### src/rtl/ifetch_pkg.sv
// Shared types and constants for the instruction fetch queue.
package ifetch_pkg;

    localparam int unsigned FETCH_XLEN = 32;
    localparam int unsigned PC_STEP    = 4;

    typedef enum logic [1:0] {
        REQ     = 2'd0,
        WAIT    = 2'd1,
        DISCARD = 2'd2
    } fetch_state_e;

    typedef struct packed {
        logic [FETCH_XLEN-1:0] instr;
        logic [FETCH_XLEN-1:0] pc;
    } fetch_entry_t;

endpackage

### src/rtl/ifq_fifo.sv
// Synchronous FIFO of fetch entries; pointers carry an extra wrap bit for full/empty.
module ifq_fifo
    import ifetch_pkg::*;
#(
    parameter int unsigned DEPTH = 4,
    localparam int unsigned AW   = $clog2(DEPTH),
    localparam int unsigned CW   = AW + 1
) (
    input  logic          clk,
    input  logic          rst,
    input  logic          push,
    input  logic          pop,
    input  logic          flush,
    input  fetch_entry_t  wdata,
    output logic [CW-1:0] count,
    output fetch_entry_t  head
);

    logic [CW-1:0] wr_ptr;
    logic [CW-1:0] rd_ptr;
    fetch_entry_t  mem [DEPTH];
    logic          full;
    logic          empty;
    logic          do_push;
    logic          do_pop;

    assign count   = wr_ptr - rd_ptr;
    assign empty   = (wr_ptr == rd_ptr);
    assign full    = (wr_ptr[AW-1:0] == rd_ptr[AW-1:0]) && (wr_ptr[AW] != rd_ptr[AW]);
    assign do_push = push && !full && !flush;
    assign do_pop  = pop && !empty && !flush;
    assign head    = mem[rd_ptr[AW-1:0]];

    always_ff @(posedge clk) begin
        if (!rst) begin
            wr_ptr <= '0;
            rd_ptr <= '0;
        end else if (flush) begin
            wr_ptr <= '0;
            rd_ptr <= '0;
        end else begin
            if (do_push) wr_ptr <= wr_ptr + CW'(1);
            if (do_pop)  rd_ptr <= rd_ptr + CW'(1);
        end
    end

    // Storage needs no reset; the head is masked by the caller while empty.
    always_ff @(posedge clk) begin
        if (do_push) mem[wr_ptr[AW-1:0]] <= wdata;
    end

endmodule

### src/rtl/ifetch_queue.sv
// Fetch stage: sequential PC, one outstanding read, buffered words to decode.
// Optional counters enabled by defining IFETCH_QUEUE_PERF_EN.
module ifetch_queue
    import ifetch_pkg::*;
#(
    parameter int unsigned       XLEN       = 32,
    parameter logic [XLEN-1:0]   RESET_PC   = 32'h0000_0000,
    parameter int unsigned       FIFO_DEPTH = 4
) (
    input  logic            clk,
    input  logic            rst,
    output logic            req_valid,
    input  logic            req_ready,
    output logic [XLEN-1:0] req_addr,
    input  logic            resp_valid,
    input  logic [XLEN-1:0] resp_data,
    output logic            out_valid,
    input  logic            out_ready,
    output logic [XLEN-1:0] out_instr,
    output logic [XLEN-1:0] out_pc,
    input  logic            redirect_valid,
    input  logic [XLEN-1:0] redirect_pc
`ifdef IFETCH_QUEUE_PERF_EN
    ,
    output logic [31:0]     perf_fetched,
    output logic [31:0]     perf_stall,
    output logic [15:0]     perf_flush
`endif
);

    localparam int unsigned CW = $clog2(FIFO_DEPTH) + 1;

    fetch_state_e    state;
    fetch_state_e    state_nxt;
    logic [XLEN-1:0] pc;
    logic [XLEN-1:0] pend_pc;
    logic [CW-1:0]   count;
    fetch_entry_t    head;
    fetch_entry_t    wdata;
    logic            fire;
    logic            push;
    logic            pop;

    // A slot is implicitly reserved while a request is outstanding, so count alone gates issue.
    assign req_valid = rst && (state == REQ) && (count < CW'(FIFO_DEPTH)) && !redirect_valid;
    assign req_addr  = pc;
    assign fire      = req_valid && req_ready;
    assign push      = (state == WAIT) && resp_valid && !redirect_valid;
    assign out_valid = (count != '0);
    assign pop       = out_valid && out_ready && !redirect_valid;
    assign out_instr = out_valid ? head.instr : '0;
    assign out_pc    = out_valid ? head.pc : '0;
    assign wdata     = '{instr: resp_data, pc: pend_pc};

    ifq_fifo #(
        .DEPTH (FIFO_DEPTH)
    ) u_fifo (
        .clk   (clk),
        .rst   (rst),
        .push  (push),
        .pop   (pop),
        .flush (redirect_valid),
        .wdata (wdata),
        .count (count),
        .head  (head)
    );

    always_ff @(posedge clk) begin
        if (!rst) state <= REQ;
        else      state <= state_nxt;
    end

    // A response always closes the outstanding request; redirect only decides whether it is kept.
    always_comb begin
        state_nxt = state;
        case (state)
            REQ:     if (fire) state_nxt = WAIT;
            WAIT: begin
                if (resp_valid)          state_nxt = REQ;
                else if (redirect_valid) state_nxt = DISCARD;
            end
            DISCARD: if (resp_valid) state_nxt = REQ;
            default: state_nxt = REQ;
        endcase
    end

    always_ff @(posedge clk) begin
        if (!rst) begin
            pc      <= RESET_PC;
            pend_pc <= '0;
        end else if (redirect_valid) begin
            pc <= redirect_pc;
        end else if (fire) begin
            pc      <= pc + XLEN'(PC_STEP);
            pend_pc <= pc;
        end
    end

`ifdef IFETCH_QUEUE_PERF_EN
    always_ff @(posedge clk) begin
        if (!rst) begin
            perf_fetched <= '0;
            perf_stall   <= '0;
            perf_flush   <= '0;
        end else begin
            if (push)                   perf_fetched <= perf_fetched + 32'd1;
            if (out_ready && !out_valid) perf_stall  <= perf_stall + 32'd1;
            if (redirect_valid)         perf_flush   <= perf_flush + 16'd1;
        end
    end
`else
    // Counters are absent in this build.
`endif

endmodule

### config.mk
export PLATFORM = sky130hd
export DESIGN_NAME = ifetch_queue
export DESIGN_NICKNAME = d
export VERILOG_FILES = /design/src/rtl/ifetch_pkg.sv /design/src/rtl/ifq_fifo.sv /design/src/rtl/ifetch_queue.sv
export SDC_FILE = /design/constraint.sdc
export NUM_CORES = 1
export LEC_CHECK = 0
export BUFFER_PORTS_ARGS = -buffer_cell sky130_fd_sc_hd__buf_2
export CELL_PAD_IN_SITES_DETAIL_PLACEMENT = 2
export CELL_PAD_IN_SITES_GLOBAL_PLACEMENT = 2
export CORE_ASPECT_RATIO = 0.9
export CORE_UTILIZATION = 31
export CTS_BUF_LIST = sky130_fd_sc_hd__clkbuf_4 sky130_fd_sc_hd__clkbuf_8
export CTS_CLUSTER_DIAMETER = 30
export DETAILED_ROUTE_END_ITERATION = 10
export HOLD_SLACK_MARGIN = 0.1
export PLACE_DENSITY = 0.7
export SLEW_MARGIN = 20
export SYNTH_ARGS = -nofsm -noshare
export SYNTH_HDL_FRONTEND = slang
export SYNTH_SLANG_ARGS = --single-unit
### constraint.sdc
create_clock -name clk -period 4.1 [get_ports clk]
set_clock_uncertainty 0.15 [all_clocks]
set_input_delay 1.025 -clock clk [delete_from_list [all_inputs] [get_ports clk]]
set_output_delay 1.025 -clock clk [all_outputs]
set_load 0.02 [all_outputs]
==> results of run 1 <==
power groups by stage:
| stage | registers, mW | logic, mW | clock network [mW] |
|---|---|---|---|
| 3_3_place_gp | 3.73 | 0.226 | 0 |
| 4_1_cts | 3.66 | 0.237 | 4.55 |
| 2_1_floorplan | 3.73 | 0.0984 | 0 |
| 3_5_place_dp | 3.73 | 0.236 | 0 |
| 5_1_grt | 3.67 | 0.254 | 4.71 |
| 6_report | 3.66 | 0.233 | 4.41 |
final cells by class:
cell class | instances | area [um^2] | area share [%]
clock buffers | 92 | 1220 | 7.24
clock inverters | 56 | 622 | 3.70
inverters | 12 | 45.0 | 0.268
multi-input cells | 472 | 3880 | 23.1
flip-flops and latches | 330 | 9180 | 54.6
well taps | 547 | 684 | 4.07
repair buffers | 193 | 1180 | 7.05
per-layer routing:
layer / vias up / wire length [um] / track usage [%]
li1: 3806 / - / -
met1: 4329 / 16500 / 23.0
met2: 230 / 17200 / 27.5
met3: 73 / 2080 / 4.35
met4: 0 / 824 / 5.95
met5: - / 0 / 0
path summary, 6_finish.rpt:
path                                 start  cells past startpoint                          end
min               pend_pc[10]$_SDFFE_PN0P_                      0  u_fifo.mem[1][10]$_DFFE_PP_
max reg2reg  u_fifo.rd_ptr[1]$_SDFFE_PP0P_                      7    req_addr[10]$_SDFFE_PN0P_
min reg2reg       pend_pc[10]$_SDFFE_PN0P_                      0  u_fifo.mem[1][10]$_DFFE_PP_
max          u_fifo.rd_ptr[1]$_SDFFE_PP0P_                      8                out_instr[30]
stage by stage:
step,power [mW],std cells
floorplan,3.83,867
global placement,3.96,1554
detailed placement,3.97,1554
CTS,8.45,1702
global route,8.63,1702
finish,8.31,1702
critical path, delay by kind of cell (launching register included):
kind	cells	cell delay, ns
AND/OR/NAND/NOR	3	0.66
flip-flops	1	0.35
adder cells (fa/ha/maj)	1	0.30
AO/OA/AOI/OAI	1	0.26
buffers and inverters	3	0.48
cells by family after synthesis:
kind of cell               share of synthesized area, %
AOI/OAI and AO/OA                                  5.28
xor gates and xnor gates                          0.330
adders and majority gates                         0.755
buffers and inverters                              1.95
DFF                                                69.1
muxes                                              11.8
and+or+nand+nor                                    10.7
registers in the layout, indices dropped and copies added, names as in the netlist, named ones only:
signal         cells
req_addr          32
state              2
u_fifo.mem       256
pend_pc           32
u_fifo.wr_ptr      3
u_fifo.rd_ptr      3
Yosys cell counts (3+ instances only):
cell type / count / share of area [%]
edfxtp_1: 256 / 58
nand2_1: 112 / 3.2
dfxtp_1: 74 / 11
nor2b_1: 68 / 3.2
mux4_2: 64 / 11
a21oi_1: 38 / 1.4
clkbuf_1: 34 / 0.96
nor2_1: 21 / 0.59
nand3_1: 17 / 0.64
a31oi_1: 13 / 0.61
buf_1: 12 / 0.34
inv_1: 12 / 0.34
nand4_1: 11 / 0.52
nor3_1: 11 / 0.41
and3_1: 9 / 0.42
ha_1: 8 / 0.75
mux2i_1: 7 / 0.53
and2_1: 6 / 0.28
buf_2: 6 / 0.23
o21ai_0: 6 / 0.23
or4_1: 6 / 0.34
mux2_2: 5 / 0.42
o311ai_0: 5 / 0.33
xnor2_1: 5 / 0.33
nor3b_1: 4 / 0.23
nor4_1: 4 / 0.19
o311a_1: 4 / 0.30
o31ai_1: 4 / 0.23
and4_1: 3 / 0.20
o211ai_1: 3 / 0.17
o22ai_1: 3 / 0.14
o31a_1: 3 / 0.20
o41ai_1: 3 / 0.20
or3_1: 3 / 0.14
==> flow_metrics.py, run 1 <==
metrics = {
    "run_status": {
        "status": "finished, violations left",
        "violations": "design-rule violations",
    },
    "cts": {
        "htreeDepth": 3,
        "cts_made_buffers": 80,
        "root_buffer": "clkbuf_8",
        "cts_resized": 1,
        "tritoncts": "done",
        "clockBufferDepth": 3,
        "cts_sinks": 330,
        "holdBufCountCts": 0,
        "postCtsSetupRepairBufs": 0,
        "clk_latency_ns": 0.61,
        "clk_pin_slew_ns": 0.07,
    },
    "worst_setup_path": {
        "slowest_stage": "or3_4",
        "worstPathRequired_ns": 2.92,
        "crit_path_cell_trace": "inv_1 -> ha_1 -> nor2b_1 -> or3_4 -> a21oi_4 -> buf_12 -> nor2b_1 -> buf_2",
        "worstPathMaxFanout": 48,
        "crit_type": "reg2out",
        "r2r_slack_ns": 1.20,
        "crit_path_end_kind": "output pin",
        "critPathMostFrequentCell": "nor2b_1",
        "arrival_ns": 2.70,
        "start_kind": "flip-flop",
        "max_stage_delay_ns": 0.40,
    },
    "finish": {
        "area_growth_pct": 26.7,
        "design_area_um2": 16800,
        "fillerInstances": 4206,
        "final_cell_mix": "edfxtp_1, buf_2, nand2_1",
        "final_nets": 1167,
        "final_common_cell": "edfxtp_1",
        "antenna_cells": 0,
        "drive_gt1_share_pct": 36.1,
        "utilization_pct": 40.0,
    },
    "routing": {
        "num_vias": 8438,
        "viasPerCell": 4.96,
        "drtIter0Drc": 468,
        "post_drt_wl_per_cell_um": 21.5,
        "first_pass_iters": 10,
        "drtAntennaViolNets": 0,
        "routed_wl_um": 36600,
        "drc": 12,
    },
    "place": {
        "gp_routability_congestion": 0.779,
        "post-place-ws_ns": 0.467,
        "portBuffers": 167,
        "hpwl_um": 23800,
        "placement.cell_area_um2": 15000,
    },
    "power_and_ir_drop": {
        "p_per_area_nw_per_um2": 495,
        "comb_power_share_pct": 2.8,
        "power_leakage_nw": 5.93,
        "p_seq_share_pct": 44.1,
        "p_sw_share_pct": 22.2,
        "power_frac_clock_pct": 53.1,
        "vdd_drop_max_v": 0.000199,
        "p_switching_mw": 1.84,
        "internal-power_mw": 6.47,
    },
    "logic_synthesis": {
        "avgSynthCellArea_um2": 15.3,
        "yosysSeqAreaShare_pct": 69.1,
        "ys_types": 55,
        "synth_edf_count": 256,
        "synth_fp_nets": 945,
        "syn-cell-area_um2": 13300,
        "ys_ff_latch": 330,
        "async_flop_share_pct": 0,
        "yosysWarningCount": 0,
        "ys.flop_type": "edfxtp_1",
        "synthCells": 867,
    },
    "grt": {
        "antenna_found_initial": 1,
        "overflow": 0,
        "grt_first_pass_wirelength_um": 56400,
        "grt_max_degree": 57,
        "grtUsageTotal_pct": 17.3,
        "grt_pass1_vias": 9342,
    },
    "run": {
        "drv_cap": 0,
    },
    "timing": {
        "rsz0062_at_grt": "false",
        "setup_slack_ns": 0.228,
        "hold_viol_final": 0,
        "whs_ns": 0.352,
        "final.setup.tns_ns": 0,
        "maxSlewHeadroom_pct": 38.2,
        "drv_slew": 0,
        "layout_min_cycle_time_ns": 3.87,
        "worstMarginPinSlew_ns": 0.927,
        "timing.fmax_ghz": 0.258,
        "period_share_pct": 94.4,
        "finalSetupViolCount": 0,
    },
    "die": {
        "die-width_um": 220,
        "rows": 71,
        "die_h_um": 198,
        "die-area_um2": 43600,
        "coreArea_um2": 42000,
        "start_util_pct": 31.6,
        "io_pins": 168,
    },
    "hold_path": {
        "worstHoldPathType": "reg2reg",
    },
}
Note: power is estimated with default switching activity, not from simulation.
==> inputs of run 2 (changes only) <==
- CORE_ASPECT_RATIO: 0.9 -> 0.8
==> run 2 against run 1 <==
  * The flow now finishes without violations
  * Sequential share of layout area up 0.66 points
  * Critical endpoint is now out_instr[20]
  * Via count fell by 1.1%
  * Non-clock buffer count increased by 1
  * Combinational power is essentially flat
  * Critical path depth stayed put
  * Clock power fell by 9.3%
  * Critical path type unchanged
  * Register-to-register slack got worse by 0.13 ns
  * Power fell by 4.9%
==> flow_metrics.py, run 2 (same netlist as run 1, synthesis figures left out) <==
metrics = {
    "run_status": {
        "status": "completed",
    },
    "hold_path": {
        "whs_path_depth": 0,
        "hold-path-endpoint": "u_fifo.mem[2][12]$_DFFE_PP_",
        "hold_path_startpoint": "pend_pc[12]$_SDFFE_PN0P_",
        "worstHoldPathType": "reg2reg",
    },
    "grt": {
        "antenna_found_initial": 2,
        "grtUsageTotal_pct": 17.0,
        "grt_first_pass_wirelength_um": 56000,
        "overflow": 0,
        "grt_pass1_vias": 9242,
        "grt_max_degree": 66,
    },
    "die": {
        "die-width_um": 233,
        "die_h_um": 187,
        "coreArea_um2": 42000,
        "start_util_pct": 31.6,
        "die-area_um2": 43600,
        "io_pins": 168,
        "rows": 67,
    },
    "timing": {
        "worstMarginPinSlew_ns": 0.925,
        "finalSetupViolCount": 0,
        "rsz0062_at_grt": "false",
        "period_share_pct": 95.2,
        "hold_viol_final": 0,
        "final.setup.tns_ns": 0,
        "layout_min_cycle_time_ns": 3.90,
        "timing.fmax_ghz": 0.256,
        "maxSlewHeadroom_pct": 38.3,
        "drv_slew": 0,
    },
    "power_and_ir_drop": {
        "p_seq_share_pct": 46.4,
        "p_sw_share_pct": 21.2,
        "p_switching_mw": 1.67,
        "internal-power_mw": 6.23,
        "power_leakage_nw": 5.87,
        "comb_power_share_pct": 3.0,
        "power_frac_clock_pct": 50.7,
        "vdd_drop_max_v": 0.000187,
        "power.total_mw": 7.90,
        "p_per_area_nw_per_um2": 476,
    },
    "cts": {
        "clk_latency_ns": 0.59,
        "clk_pin_slew_ns": 0.06,
        "holdBufCountCts": 0,
        "postCtsSetupRepairBufs": 0,
        "root_buffer": "clkbuf_8",
        "tritoncts": "done",
        "cts_resized": 0,
        "clockBufferDepth": 3,
        "htreeDepth": 3,
        "cts_made_buffers": 71,
        "cts_sinks": 330,
    },
    "worst_setup_path": {
        "crit_path_end_kind": "output pin",
        "r2r_slack_ns": 1.07,
        "cp_num_buf_inv": 3,
        "timing.rr.end": "req_addr[5]$_SDFFE_PN0P_",
        "r2r-start": "u_fifo.rd_ptr[1]$_SDFFE_PP0P_",
        "crit_type": "reg2out",
        "slowest_stage": "or3_4",
        "r2r_cells": 9,
        "crit_family": "simple AND/OR/NAND/NOR gates",
        "max_stage_delay_ns": 0.40,
        "worstPathRequired_ns": 2.92,
        "critPathMostFrequentCell": "nor2b_1",
        "start_kind": "flip-flop",
        "arrival_ns": 2.73,
        "worstPathMaxFanout": 33,
        "crit_path_cell_trace": "inv_1 -> ha_1 -> nor2b_1 -> or3_4 -> a21oi_4 -> buf_12 -> nor2b_1 -> buf_2",
    },
    "finish": {
        "area_growth_pct": 25.2,
        "utilization_pct": 39.5,
        "design_area_um2": 16600,
        "drive_gt1_share_pct": 35.4,
        "largest_register_ffs": 256,
        "final_common_cell": "edfxtp_1",
        "final_cell_mix": "edfxtp_1, buf_2, nand2_1",
        "final_nets": 1159,
    },
    "place": {
        "placement.cell_area_um2": 14900,
        "gp_routability_congestion": 0.743,
        "hpwl_um": 23900,
        "portBuffers": 167,
    },
    "routing": {
        "drtAntennaViolNets": 0,
        "routed_wl_um": 36700,
        "drc": 0,
        "viasPerCell": 4.93,
        "post_drt_wl_per_cell_um": 21.7,
        "first_pass_iters": 4,
        "num_vias": 8345,
        "drtIter0Drc": 458,
    },
    "run": {
        "drv_cap": 0,
    },
}
run 2: changes by cell type in the layout (fill, tap and decap cells not counted), sizes merged:
cell,previous run,this run
diode,0,1
clkbuf,92,100
bufinv,12,9
inv,13,12
clkinv,29,18
clkinvlp,14,5
run 2: worst max path at each step:
stage	from	endpoint	slack [ns]	depth (start not counted)
CTS	u_fifo.rd_ptr[1]$_SDFFE_PP0P_	out_instr[9]	0.02	8
detailed placement	redirect_valid	req_addr[24]$_SDFFE_PN0P_	0.47	6
floorplan	redirect_valid	u_fifo.mem[3][0]$_DFFE_PP_	0.44	3
finish	u_fifo.rd_ptr[1]$_SDFFE_PP0P_	out_instr[20]	0.20	8
global placement	redirect_valid	req_addr[10]$_SDFFE_PN0P_	0.52	6
global route	u_fifo.rd_ptr[1]$_SDFFE_PP0P_	out_instr[20]	0.08	8
run 2: stage by stage:
stage               worst slack [ns]  std cells  hold WS (ns)
finish                         0.198       1692         0.351
global route                  0.0762       1692         0.372
CTS                           0.0178       1690         0.355
detailed placement             0.470       1559         0.349
global placement               0.522       1559         0.331
floorplan                      0.435        867         0.310
run 2: per-layer routing:
| metal | part of all wire, % | track usage [%] | up-vias |
|---|---|---|---|
| li1 | - | - | 3786 |
| met1 | 47 | 23.6 | 4282 |
| met2 | 47 | 26.9 | 225 |
| met3 | 4.8 | 3.89 | 52 |
| met4 | 1.5 | 4.42 | 0 |
| met5 | 0 | 0 | - |
run 2: power by group through the flow:
stage / combinational, mW / clock, mW / sequential (mW)
floorplan: 0.0984 / 0 / 3.73
global placement: 0.227 / 0 / 3.73
detailed placement: 0.236 / 0 / 3.73
CTS: 0.237 / 4.13 / 3.66
global route: 0.256 / 4.29 / 3.67
finish: 0.234 / 4.00 / 3.66
run 2: cell type report:
cell class              instances  area, um^2
fillers                      4182       25400
flip-flops and latches        330        9180
multi-input cells             472        3880
clock buffers                  99        1240
repair buffers                194        1180
well taps                     552         691
clock inverters                32         395
inverters                      12        45.0
diodes                          1        2.50
==> inputs of run 3 (changes only) <==
- CORE_UTILIZATION: 31 -> 43
- PLACE_DENSITY: 0.7 -> 0.9
==> run 3 against run 2 <==
  * Non-clock buffer count is 7 lower
  * Setup slack better by 0.043 ns
  * Clock-buffer cell count is 25 lower
  * Sequential cell count stayed put
  * First-iteration DRC count is 18% higher
  * Combinational power is 4% higher
  * Largest power group is now sequential cells
  * Sequential power hardly changed
  * Power is 6.9% lower
  * Register-to-register slack worse by 0.10 ns
  * Final cell count is 9.6% lower
  * Fmax is 1.1% higher
  * Critical path depth stayed put
==> flow_metrics.py, run 3 (same netlist as run 1, synthesis figures left out) <==
metrics = {
    "run_status": {
        "status": "completed",
    },
    "worst_setup_path": {
        "arrival_ns": 2.68,
        "r2r_slack_ns": 0.97,
        "worstPathRequired_ns": 2.92,
        "worstPathMaxFanout": 20,
        "start_kind": "flip-flop",
        "r2r_cells": 9,
        "crit_start": "u_fifo.rd_ptr[1]$_SDFFE_PP0P_",
        "crit_path_end_kind": "output pin",
        "cp-endpoint": "out_pc[16]",
        "crit_type": "reg2out",
        "timing.rr.end": "req_addr[5]$_SDFFE_PN0P_",
        "r2r-start": "u_fifo.rd_ptr[1]$_SDFFE_PP0P_",
    },
    "power_and_ir_drop": {
        "p_seq_share_pct": 49.8,
        "p_sw_share_pct": 24.0,
        "p_switching_mw": 1.76,
        "p_per_area_nw_per_um2": 459,
        "comb_power_share_pct": 3.3,
        "internal-power_mw": 5.59,
        "vdd_drop_max_v": 0.000221,
        "power_leakage_nw": 5.66,
        "power_frac_clock_pct": 46.9,
    },
    "place": {
        "gp_routability_congestion": 0.812,
        "portBuffers": 167,
        "hpwl_um": 25800,
    },
    "routing": {
        "first_pass_iters": 5,
        "post_drt_wl_per_cell_um": 27.5,
        "num_vias": 8697,
        "drtIter0Drc": 542,
        "drc": 0,
        "routed_wl_um": 42100,
        "viasPerCell": 5.68,
        "drtAntennaViolNets": 0,
    },
    "die": {
        "coreArea_um2": 30400,
        "die-width_um": 198,
        "start_util_pct": 43.7,
        "io_pins": 168,
        "die-area_um2": 31600,
        "rows": 57,
        "die_h_um": 159,
    },
    "cts": {
        "clk_pin_slew_ns": 0.06,
        "clk_latency_ns": 0.62,
        "clockBufferDepth": 3,
        "cts_made_buffers": 61,
        "tritoncts": "done",
        "cts_sinks": 330,
        "holdBufCountCts": 0,
        "htreeDepth": 2,
        "postCtsSetupRepairBufs": 0,
        "root_buffer": "clkbuf_8",
    },
    "grt": {
        "grt_first_pass_wirelength_um": 63400,
        "grtUsageTotal_pct": 27.3,
        "grt_max_degree": 65,
        "antenna_found_initial": 2,
        "overflow": 0,
        "grt_pass1_vias": 9809,
    },
    "timing": {
        "maxSlewHeadroom_pct": 31.6,
        "timing.fmax_ghz": 0.259,
        "drv_slew": 0,
        "layout_min_cycle_time_ns": 3.86,
        "whs_ns": 0.355,
        "hold_viol_final": 0,
        "finalSetupViolCount": 0,
        "period_share_pct": 94.1,
        "rsz0062_at_grt": "false",
        "final.setup.tns_ns": 0,
        "worstMarginPinSlew_ns": 1.02,
    },
    "finish": {
        "final_common_cell": "edfxtp_1",
        "final_cell_mix": "edfxtp_1, buf_2, nand2_1",
        "final_nets": 1142,
        "largest_register_ffs": 256,
        "utilization_pct": 52.8,
        "drive_gt1_share_pct": 33.8,
        "area_growth_pct": 20.9,
    },
    "run": {
        "drv_cap": 0,
    },
    "hold_path": {
        "worstHoldPathType": "reg2reg",
    },
}
## run 3: cell types whose count changed in the layout (fill, tap and decap cells not counted), moves of 2 or more
cell	delta
clkbuf_8	-14
clkbuf_4	-11
buf_4	-5
clkinv_4	+5
bufinv_16	-4
clkinv_1	+3
clkinv_2	+3
buf_12	-2
inv_6	+2
## run 3: area by class of cell
type | count | area (um^2)
repair buffers | 187 | 1090
well taps | 413 | 517
flip-flops and latches | 330 | 9180
inverters | 12 | 46.3
clock buffers | 74 | 962
clock inverters | 41 | 365
multi-input cells | 472 | 3880
diodes | 1 | 2.50
fillers | 2856 | 14300
## run 3: worst max-delay path, stage by stage, from the launching register on
cell and delay [ns]:
dfxtp_1 0.36, inv_1 0.06, ha_1 0.30, nor2b_1 0.14, or3_4 0.40, a21oi_4 0.22, buf_6 0.26, nor2b_1 0.13
buf_2 0.18
## run 3: how the worst min path moves through the flow
stage | start | end | cells after the start
floorplan | pend_pc[0]$_SDFFE_PN0P_ | u_fifo.mem[0][0]$_DFFE_PP_ | 0
global placement | pend_pc[4]$_SDFFE_PN0P_ | u_fifo.mem[2][4]$_DFFE_PP_ | 0
detailed placement | req_addr[0]$_SDFFE_PN0P_ | pend_pc[0]$_SDFFE_PN0P_ | 2
CTS | req_addr[0]$_SDFFE_PN0P_ | pend_pc[0]$_SDFFE_PN0P_ | 2
global route | pend_pc[31]$_SDFFE_PN0P_ | u_fifo.mem[1][31]$_DFFE_PP_ | 0
finish | req_addr[0]$_SDFFE_PN0P_ | pend_pc[0]$_SDFFE_PN0P_ | 2
## run 3: through the flow
stage          worst slack (ns)  total power [mW]  cells  cell area [um^2]
6_report                  0.241              7.35   1530             16000
3_3_place_gp              0.520              3.94   1414             14700
5_1_grt                   0.113              7.57   1529             16000
2_1_floorplan             0.435              3.83    867             13300
4_1_cts                 -0.0176              7.42   1529             16000
3_5_place_dp              0.388              3.97   1414             14700
## run 3: routing by layer
metal / part of all wire, % / vias to the layer above / GRT usage (%)
met4: 2.3 / 2 / 7.72
met2: 51 / 348 / 47.0
met3: 6.5 / 79 / 6.02
met5: 0.033 / - / 0
li1: - / 3746 / -
met1: 40 / 4522 / 34.6
## run 3: repair_timing
action | in CTS | in global routing
pin swaps | 0 | 0
resized for setup | 1 | 6
gates cloned | 0 | 0
endpoints found under the setup margin | 46 | 66
## run 3: power groups by stage
stage                     logic (mW)  clock network (mW)  registers, mW
final                          0.243                3.45           3.66
after global routing           0.259                3.65           3.66
after CTS                      0.244                3.51           3.66
after detailed placement       0.237                   0           3.73
after global placement         0.218                   0           3.73
after floorplan               0.0984                   0           3.73
